File: config.mk
export PLATFORM = sky130hd
export DESIGN_NAME = subpel_output_collector_flat
export DESIGN_NICKNAME = d
export VERILOG_FILES = /design/src/rtl/subpel_output_collector_pkg.sv /design/src/rtl/subpel_output_collector_if.sv /design/src/rtl/subpel_output_collector_bank.sv /design/src/rtl/subpel_output_collector.sv /design/src/flat_wrapper.sv
export SDC_FILE = /design/constraint.sdc
export NUM_CORES = 2
export LEC_CHECK = 0
export BUFFER_PORTS_ARGS = -buffer_cell sky130_fd_sc_hd__buf_2
export CORE_UTILIZATION = 42
export DETAILED_ROUTE_END_ITERATION = 16
export PLACE_DENSITY = 0.56
export RECOVER_POWER = 100
export REMOVE_ABC_BUFFERS = 1
export SLEW_MARGIN = 10
export SYNTH_ARGS = -nofsm -noshare
export SYNTH_HDL_FRONTEND = slang
export SYNTH_HIERARCHICAL = 1
export SYNTH_SLANG_ARGS = --single-unit
File: constraint.sdc
create_clock -name clk -period 17.8 [get_ports clk]
set_input_delay 1.78 -clock clk [delete_from_list [all_inputs] [get_ports clk]]
set_output_delay 1.78 -clock clk [all_outputs]
set_load 0.005 [all_outputs]
File: src/rtl/subpel_output_collector_pkg.sv
// Shared types and defaults for the subpel output collector: pixel geometry,
// position encodings and the read-side FSM states.
package subpel_output_collector_pkg;

  localparam int NPIX_DEF  = 8;
  localparam int PIX_W_DEF = 8;
  localparam int ROWS_DEF  = 8;

  typedef enum logic [1:0] {
    POS_NONE = 2'd0,
    POS_A    = 2'd1,
    POS_B    = 2'd2,
    POS_C    = 2'd3
  } pos_e;

  typedef enum logic {
    RD_IDLE = 1'b0,
    RD_SEND = 1'b1
  } rd_state_e;

  function automatic int row_w(input int rows);
    return (rows > 1) ? $clog2(rows) : 1;
  endfunction

endpackage

File: src/rtl/subpel_output_collector_if.sv
// Capture-side and stream-side signals of the collector. The slave modport is
// the collector; the master modport is the interpolator/consumer pair.
interface subpel_output_collector_if
  import subpel_output_collector_pkg::*;
#(
  parameter int NPIX  = NPIX_DEF,
  parameter int PIX_W = PIX_W_DEF,
  parameter int ROWS  = ROWS_DEF
);
  localparam int DW = NPIX * PIX_W;
  localparam int RW = row_w(ROWS);

  logic          in_valid;
  logic          in_sync;
  logic [DW-1:0] fir_a;
  logic [DW-1:0] fir_b;
  logic [DW-1:0] fir_c;
  logic          out_valid;
  logic          out_ready;
  logic [DW-1:0] out_data;
  logic [1:0]    out_pos;
  logic [RW-1:0] out_row;
  logic          out_last;
  logic [1:0]    blocks_full;
  logic          overflow;

  modport master (
    output in_valid, in_sync, fir_a, fir_b, fir_c, out_ready,
    input  out_valid, out_data, out_pos, out_row, out_last, blocks_full, overflow
  );

  modport slave (
    input  in_valid, in_sync, fir_a, fir_b, fir_c, out_ready,
    output out_valid, out_data, out_pos, out_row, out_last, blocks_full, overflow
  );

endinterface

File: src/rtl/subpel_output_collector_bank.sv
// One block buffer: ROWS rows for each of positions A/B/C, one write port that
// stores all three positions of a row, one asynchronous read port by (pos,row).
module collector_bank
  import subpel_output_collector_pkg::*;
#(
  parameter  int NPIX  = NPIX_DEF,
  parameter  int PIX_W = PIX_W_DEF,
  parameter  int ROWS  = ROWS_DEF,
  localparam int DW    = NPIX * PIX_W,
  localparam int RW    = row_w(ROWS)
) (
  input  logic          clk,
  input  logic          i_we,
  input  logic [RW-1:0] i_wr_row,
  input  logic [DW-1:0] i_a,
  input  logic [DW-1:0] i_b,
  input  logic [DW-1:0] i_c,
  input  pos_e          i_rd_pos,
  input  logic [RW-1:0] i_rd_row,
  output logic [DW-1:0] o_rd_data
);

  logic [DW-1:0] r_mem_a [ROWS];
  logic [DW-1:0] r_mem_b [ROWS];
  logic [DW-1:0] r_mem_c [ROWS];

  // NOTE: storage is deliberately left out of reset; a bank is only read after
  // every row has been rewritten, so its power-up contents are never observed.
  always_ff @(posedge clk) begin
    if (i_we) begin
      r_mem_a[i_wr_row] <= i_a;
      r_mem_b[i_wr_row] <= i_b;
      r_mem_c[i_wr_row] <= i_c;
    end
  end

  always_comb begin
    case (i_rd_pos)
      POS_A:   o_rd_data = r_mem_a[i_rd_row];
      POS_B:   o_rd_data = r_mem_b[i_rd_row];
      POS_C:   o_rd_data = r_mem_c[i_rd_row];
      default: o_rd_data = '0;
    endcase
  end

endmodule

File: src/rtl/subpel_output_collector.sv
// Double-buffered collector: assembles A/B/C filter rows into 8x8 blocks and
// streams finished blocks out row by row without ever stalling the writer.
module subpel_output_collector
  import subpel_output_collector_pkg::*;
#(
  parameter int NPIX  = NPIX_DEF,
  parameter int PIX_W = PIX_W_DEF,
  parameter int ROWS  = ROWS_DEF
) (
  input logic                     clk,
  input logic                     rst,
  subpel_output_collector_if.slave bus
);

  localparam int DW = NPIX * PIX_W;
  localparam int RW = row_w(ROWS);
  localparam logic [RW-1:0] LAST_ROW = RW'(ROWS - 1);

  // write side
  logic          r_wr_bank;
  logic [RW-1:0] r_wr_row;
  logic [1:0]    r_full;
  logic          r_overflow;
  logic [1:0]    r_blocks_full;
  logic [RW-1:0] w_wr_row;
  logic          w_accept;
  logic          w_drop;
  logic          w_wr_last;
  logic [1:0]    w_we;
  logic [1:0]    w_full_set;
  logic [1:0]    w_full_clr;
  logic [1:0]    w_full_nxt;

  // read side
  rd_state_e     r_state,   w_nxt_state;
  logic          r_rd_bank, w_nxt_bank;
  pos_e          r_out_pos, w_nxt_pos;
  logic [RW-1:0] r_out_row, w_nxt_row;
  logic          r_out_valid, w_nxt_valid;
  logic [DW-1:0] r_out_data,  w_nxt_data;
  logic          r_out_last,  w_nxt_last;
  logic          w_load;
  logic          w_rd_done;
  logic [DW-1:0] w_bank_data [2];

  // A sync row restarts the block at row 0, overwriting any partial rows.
  assign w_wr_row   = bus.in_sync ? '0 : r_wr_row;
  assign w_accept   = bus.in_valid && !r_full[r_wr_bank];
  assign w_drop     = bus.in_valid &&  r_full[r_wr_bank];
  assign w_wr_last  = w_accept && (w_wr_row == LAST_ROW);
  assign w_full_set = w_wr_last ? (2'b01 << r_wr_bank) : 2'b00;
  assign w_full_clr = w_rd_done ? (2'b01 << r_rd_bank) : 2'b00;
  assign w_full_nxt = (r_full | w_full_set) & ~w_full_clr;

  for (genvar b = 0; b < 2; b++) begin : g_bank
    assign w_we[b] = w_accept && (r_wr_bank == 1'(b));

    collector_bank #(.NPIX(NPIX), .PIX_W(PIX_W), .ROWS(ROWS)) u_bank (
      .clk       (clk),
      .i_we      (w_we[b]),
      .i_wr_row  (w_wr_row),
      .i_a       (bus.fir_a),
      .i_b       (bus.fir_b),
      .i_c       (bus.fir_c),
      .i_rd_pos  (w_nxt_pos),
      .i_rd_row  (w_nxt_row),
      .o_rd_data (w_bank_data[b])
    );
  end

  always_ff @(posedge clk or posedge rst) begin
    if (rst) begin
      r_wr_bank     <= 1'b0;
      r_wr_row      <= '0;
      r_full        <= 2'b00;
      r_overflow    <= 1'b0;
      r_blocks_full <= 2'd0;
    end else begin
      if (w_accept) begin
        r_wr_bank <= w_wr_last ? ~r_wr_bank : r_wr_bank;
        r_wr_row  <= w_wr_last ? '0 : w_wr_row + 1'b1;
      end
      if (w_drop) r_overflow <= 1'b1;
      r_full        <= w_full_nxt;
      r_blocks_full <= {1'b0, w_full_nxt[0]} + {1'b0, w_full_nxt[1]};
    end
  end

  // Read FSM: state register
  always_ff @(posedge clk or posedge rst) begin
    if (rst) begin
      r_state     <= RD_IDLE;
      r_rd_bank   <= 1'b0;
      r_out_pos   <= POS_NONE;
      r_out_row   <= '0;
      r_out_valid <= 1'b0;
      r_out_data  <= '0;
      r_out_last  <= 1'b0;
    end else begin
      r_state     <= w_nxt_state;
      r_rd_bank   <= w_nxt_bank;
      r_out_pos   <= w_nxt_pos;
      r_out_row   <= w_nxt_row;
      r_out_valid <= w_nxt_valid;
      r_out_data  <= w_nxt_data;
      r_out_last  <= w_nxt_last;
    end
  end

  // Read FSM: next state. The next (pos,row) doubles as the bank read address,
  // so the registered beat always matches the pointer it was fetched with.
  // NOTE: every output gets a default first so no path can infer a latch.
  always_comb begin
    w_nxt_state = r_state;
    w_nxt_bank  = r_rd_bank;
    w_nxt_pos   = r_out_pos;
    w_nxt_row   = r_out_row;
    w_load      = 1'b0;
    w_rd_done   = 1'b0;
    case (r_state)
      RD_IDLE: begin
        if (r_full[r_rd_bank]) begin
          w_nxt_state = RD_SEND;
          w_nxt_pos   = POS_A;
          w_nxt_row   = '0;
          w_load      = 1'b1;
        end
      end
      RD_SEND: begin
        if (bus.out_ready) begin
          if (r_out_last) begin
            w_rd_done  = 1'b1;
            w_nxt_bank = ~r_rd_bank;
            if (r_full[~r_rd_bank]) begin
              w_nxt_pos = POS_A;
              w_nxt_row = '0;
              w_load    = 1'b1;
            end else begin
              w_nxt_state = RD_IDLE;
              w_nxt_pos   = POS_NONE;
              w_nxt_row   = '0;
            end
          end else begin
            w_load = 1'b1;
            if (r_out_row == LAST_ROW) begin
              w_nxt_row = '0;
              w_nxt_pos = pos_e'(r_out_pos + 2'd1);
            end else begin
              w_nxt_row = r_out_row + 1'b1;
            end
          end
        end
      end
      default: w_nxt_state = RD_IDLE;
    endcase
  end

  // Read FSM: next outputs
  always_comb begin
    w_nxt_valid = (w_nxt_state == RD_SEND);
    w_nxt_last  = w_nxt_valid && (w_nxt_pos == POS_C) && (w_nxt_row == LAST_ROW);
    if (w_load)           w_nxt_data = w_bank_data[w_nxt_bank];
    else if (w_nxt_valid) w_nxt_data = r_out_data;
    else                  w_nxt_data = '0;
  end

  assign bus.out_valid   = r_out_valid;
  assign bus.out_data    = r_out_data;
  assign bus.out_pos     = r_out_pos;
  assign bus.out_row     = r_out_row;
  assign bus.out_last    = r_out_last;
  assign bus.blocks_full = r_blocks_full;
  assign bus.overflow    = r_overflow;

endmodule
File: src/flat_wrapper.sv
// flat-port wrapper written by rule: the top's interface ports become plain ports
module subpel_output_collector_flat import subpel_output_collector_pkg::*;
#(
  parameter int NPIX  = NPIX_DEF,
  parameter int PIX_W = PIX_W_DEF,
  parameter int ROWS  = ROWS_DEF
)
  (clk, rst, bus_in_valid, bus_in_sync, bus_fir_a, bus_fir_b, bus_fir_c, bus_out_ready, bus_out_valid, bus_out_data, bus_out_pos, bus_out_row, bus_out_last, bus_blocks_full, bus_overflow);
  subpel_output_collector_if #(.NPIX(NPIX), .PIX_W(PIX_W), .ROWS(ROWS)) bus_i ();
  input logic clk;
  input logic rst;
  input wire logic [$bits(bus_i.in_valid)-1:0] bus_in_valid;
  input wire logic [$bits(bus_i.in_sync)-1:0] bus_in_sync;
  input wire logic [$bits(bus_i.fir_a)-1:0] bus_fir_a;
  input wire logic [$bits(bus_i.fir_b)-1:0] bus_fir_b;
  input wire logic [$bits(bus_i.fir_c)-1:0] bus_fir_c;
  input wire logic [$bits(bus_i.out_ready)-1:0] bus_out_ready;
  output wire logic [$bits(bus_i.out_valid)-1:0] bus_out_valid;
  output wire logic [$bits(bus_i.out_data)-1:0] bus_out_data;
  output wire logic [$bits(bus_i.out_pos)-1:0] bus_out_pos;
  output wire logic [$bits(bus_i.out_row)-1:0] bus_out_row;
  output wire logic [$bits(bus_i.out_last)-1:0] bus_out_last;
  output wire logic [$bits(bus_i.blocks_full)-1:0] bus_blocks_full;
  output wire logic [$bits(bus_i.overflow)-1:0] bus_overflow;
  assign bus_i.in_valid = bus_in_valid;
  assign bus_i.in_sync = bus_in_sync;
  assign bus_i.fir_a = bus_fir_a;
  assign bus_i.fir_b = bus_fir_b;
  assign bus_i.fir_c = bus_fir_c;
  assign bus_i.out_ready = bus_out_ready;
  assign bus_out_valid = bus_i.out_valid;
  assign bus_out_data = bus_i.out_data;
  assign bus_out_pos = bus_i.out_pos;
  assign bus_out_row = bus_i.out_row;
  assign bus_out_last = bus_i.out_last;
  assign bus_blocks_full = bus_i.blocks_full;
  assign bus_overflow = bus_i.overflow;
  subpel_output_collector #(.NPIX(NPIX), .PIX_W(PIX_W), .ROWS(ROWS)) u_core (.clk(clk), .rst(rst), .bus(bus_i));
endmodule
==> reports/qor.yml <==
global_route:
  grt_pass1_wl_mm: 477.0
  antenna_found_initial: 97
  grt_max_degree: 117
  grt_overflow_total: 0
  grt_pass1_vias: 63079
  grt_use_total_pct: 22.83
sta:
  clock.fmax_ghz: 0.08178
  post-route-period-util_pct: 68.70
  finalMaxSlewViolations: 3128
  skew_ps: 61.37
  fin_ws_ps: 5572
  fin_crit_ps: 12230
  setup_violations: 0
  relSlewSlack_pct: -553.4
  rsz0062_at_grt: "false"
  tightestPinTransition_ps: 9801
  hold_violations: 0
yosys:
  synth_xor_area_share_pct: 0.01332
  synth.cell_area_sq_um: 122100
  synth_mux_area_share_pct: 13.68
  synth_top_family_by_area: "multiplexers"
  synth.distinct_cells: 40
  synth_compound_area_share_pct: 3.504
  synth.ff_latch_count: 3153
  netlist_instances: 6387
  ys_warn_count: 6
  syn_area_per_cell_sq_um: 19.12
  yosysSeqAreaShare_pct: 77.20
  synthSimpleGateAreaFrac_pct: 3.651
  synth-adder-area-share_pct: 0.05123
place:
  dpl.cell_count: 10310
  hpwl_mm: 166.9
  gp_congestion: 0.7376
  placedInstanceArea_sq_um: 127600
  place_ws_ps: 10640
  portBuffers: 270
setup_path:
  max_stage_delay_ps: 6480
  crit_required_ps: 18280
  crit_family: "buffers and inverters"
  cp_slowest_cell: "clkbuf_1"
  crit_top_cell: "clkbuf_1"
  start_kind: "input port"
  crit_chain: "clkbuf_1 -> nor2b_1 -> nand2_1 -> nor2_4 -> clkbuf_1 -> clkbuf_1 -> buf_4"
  crit_path_end_kind: "flop"
  worstSetupPathType: "in -> reg"
  path_buf_inv: 4
  crit_fanout: 95
  critPathArrivalTime_ps: 12700
run:
  maxCapViolCount: 78
drt:
  antenna_left: 0
  drt_wl_total_mm: 338.8
  vias: 63128
  drt-initial-drc-count: 6548
  dr.pass1.iters: 6
  drc: 0
  viasPerCell: 5.774
  wl_per_cell_um: 30.99
cells_and_area:
  layout-drive-gt1-share_pct: 12.00
  syn_to_final_growth_pct: 12.68
  stdcell_area_sq_um: 137600
  finalNonFillerCells: 10933
  nets: 6966
worst_hold_path:
  hold_path_class: "reg -> reg"
die:
  dieArea_sq_um: 292900
  row_count: 197
  core_area_sq_um: 288600
  ioPinCount: 271
  initial_core_util_pct: 42.31
  die_w_um: 541.2
  die_height_um: 541.2
clock_tree:
  root_buffer: "clkbuf_16"
  cts_setup_buffers: 0
  clock_latency_ps: 880
  ctsResizeCount: 0
  clock_sinks: 3153
  h-tree-depth: 5
  numCtsBuffers: 332
  cts_hold_buf: 0
  clk_pin_slew_ps: 60
  cts_tree: "done"
  clockBufferDepth: 4
pwr:
  total_leakage_power_nw: 44.95
  vdd_drop_max_v: 0.0001917
  powerDensity_nw_per_um2: 178.9
  power_mw: 24.61
run_status:
  violations: "max-capacitance violations, max-slew violations"
  status: "finished with violations"
worst register-to-register path: stages, from the launching register on:
cell and delay (ps):
dfrtp_1 350, nor2b_1 650, nand2_1 290, nor2_4 140, clkbuf_1 1740, clkbuf_1 6490
buf_4 1470
synth_stat cells (all sizes together):
cell / count / area share, %
edfxtp: 3072 / 76
mux2i: 1092 / 9.0
a22oi: 384 / 2.4
nand2: 335 / 1.0
nand3: 258 / 1.1
mux4: 256 / 4.7
buf: 205 / 1.3
clkbuf: 169 / 0.54
nand2b: 135 / 0.69
nand4: 128 / 0.66
o211ai: 128 / 0.79
dfrtp: 81 / 1.7
o21ai: 70 / 0.29
nor2: 18 / 0.057
nor2b: 14 / 0.072
a21oi: 6 / 0.025
and2: 6 / 0.031
nor3: 6 / 0.025
ha: 5 / 0.051
inv: 5 / 0.015
o21bai: 2 / 0.012
o311ai: 2 / 0.014
a21o: 1 / 0.0062
a2bb2oi: 1 / 0.0072
a31oi: 1 / 0.0051
and2b: 1 / 0.0062
and3: 1 / 0.0051
and4b: 1 / 0.0082
mux2: 1 / 0.0092
nor3b: 1 / 0.0062
or4: 1 / 0.0062
xnor2: 1 / 0.013
kinds of logic after synthesis:
kind of cell,Yosys count
DFF,3153
muxes,1349
and+or+nand+nor,905
buffers and inverters,379
adders and majority gates,5
xor gates and xnor gates,1
AOI/OAI and AO/OA,595
cells in the final DEF, fill, tap and decap left out, types with 81 or more instances in the layout:
cell type,instances
clkbuf_16,340
a22oi_1,384
clkbuf_1,402
nand4_1,128
o211ai_1,128
edfxtp_1,3072
nand3_1,258
mux2i_1,1092
nand2_1,335
mux4_2,256
dfrtp_1,81
nand2b_1,135
sequential cells by signal, indices dropped and copies added (netlist names):
signal                        count
u_core/bus.out_pos                2
u_core/bus.out_valid              1
u_core/bus.out_data              64
u_core/r_full                     2
u_core/r_wr_bank                  1
u_core/g_bank.u_bank/r_mem_c   1024
u_core/g_bank.u_bank/r_mem_a   1024
u_core/r_rd_bank                  1
u_core/bus.blocks_full            2
u_core/g_bank.u_bank/r_mem_b   1024
u_core/bus.out_row                3
u_core/bus.out_last               1
u_core/r_wr_row                   3
u_core/bus.overflow               1
layer usage:
metal,share of wire (%),track usage [%],vias up,wire [um]
met5,0.12,0,-,399
met4,2.2,5.540,64,7418
met3,6.5,3.673,543,21900
met2,48,37.46,2097,163200
met1,43,31.91,33784,145900
li1,-,-,26640,-
stage by stage:
stage	setup TNS, ps	hold WS (ps)	utilization (%)
floorplan	-8538680	442.2	-
global placement	0	461.0	44.21
detailed placement	0	467.7	44.22
CTS	0	483.9	47.93
global route	0	507.5	47.66
finish	0	479.0	47.67
worst paths after layout:
path,endpoint,slack (ps),depth (start not counted),startpoint
max in group asynchronous,u_core/bus.out_data[19]$_DFFE_PP0P_,11700,3,rst
min in group asynchronous,u_core/bus.out_data[17]$_DFFE_PP0P_,1680,2,rst
setup / recovery,u_core/g_bank[0].u_bank/r_mem_c[7][37]$_DFFE_PP_,5570,7,bus_in_sync
hold reg to reg,u_core/bus.out_data[22]$_DFFE_PP0P_,480,2,u_core/bus.out_data[22]$_DFFE_PP0P_
setup reg to reg,u_core/g_bank[0].u_bank/r_mem_c[7][37]$_DFFE_PP_,6240,6,u_core/r_wr_row[0]$_DFFE_PP0P_
hold / removal,u_core/bus.out_data[22]$_DFFE_PP0P_,480,2,u_core/bus.out_data[22]$_DFFE_PP0P_
report_power, final:
part           internal, mW  switching, mW  total [mW]
clock network          4.00           2.83        6.83
registers              8.53          0.143        8.67
logic                  3.41           5.70        9.11
cell type report:
| class | count | area [sq um] |
|---|---|---|
| well taps | 3880 | 4855 |
| repair buffers | 417 | 2029 |
| flip-flops and latches | 3153 | 94280 |
| multi-input cells | 2855 | 25680 |
| inverters | 5 | 20.02 |
| diodes | 17 | 42.54 |
| clock inverters | 168 | 1623 |
| fillers | 24123 | 151000 |
| clock buffers | 438 | 9076 |
No activity file was read; power rests on OpenSTA's default activity.
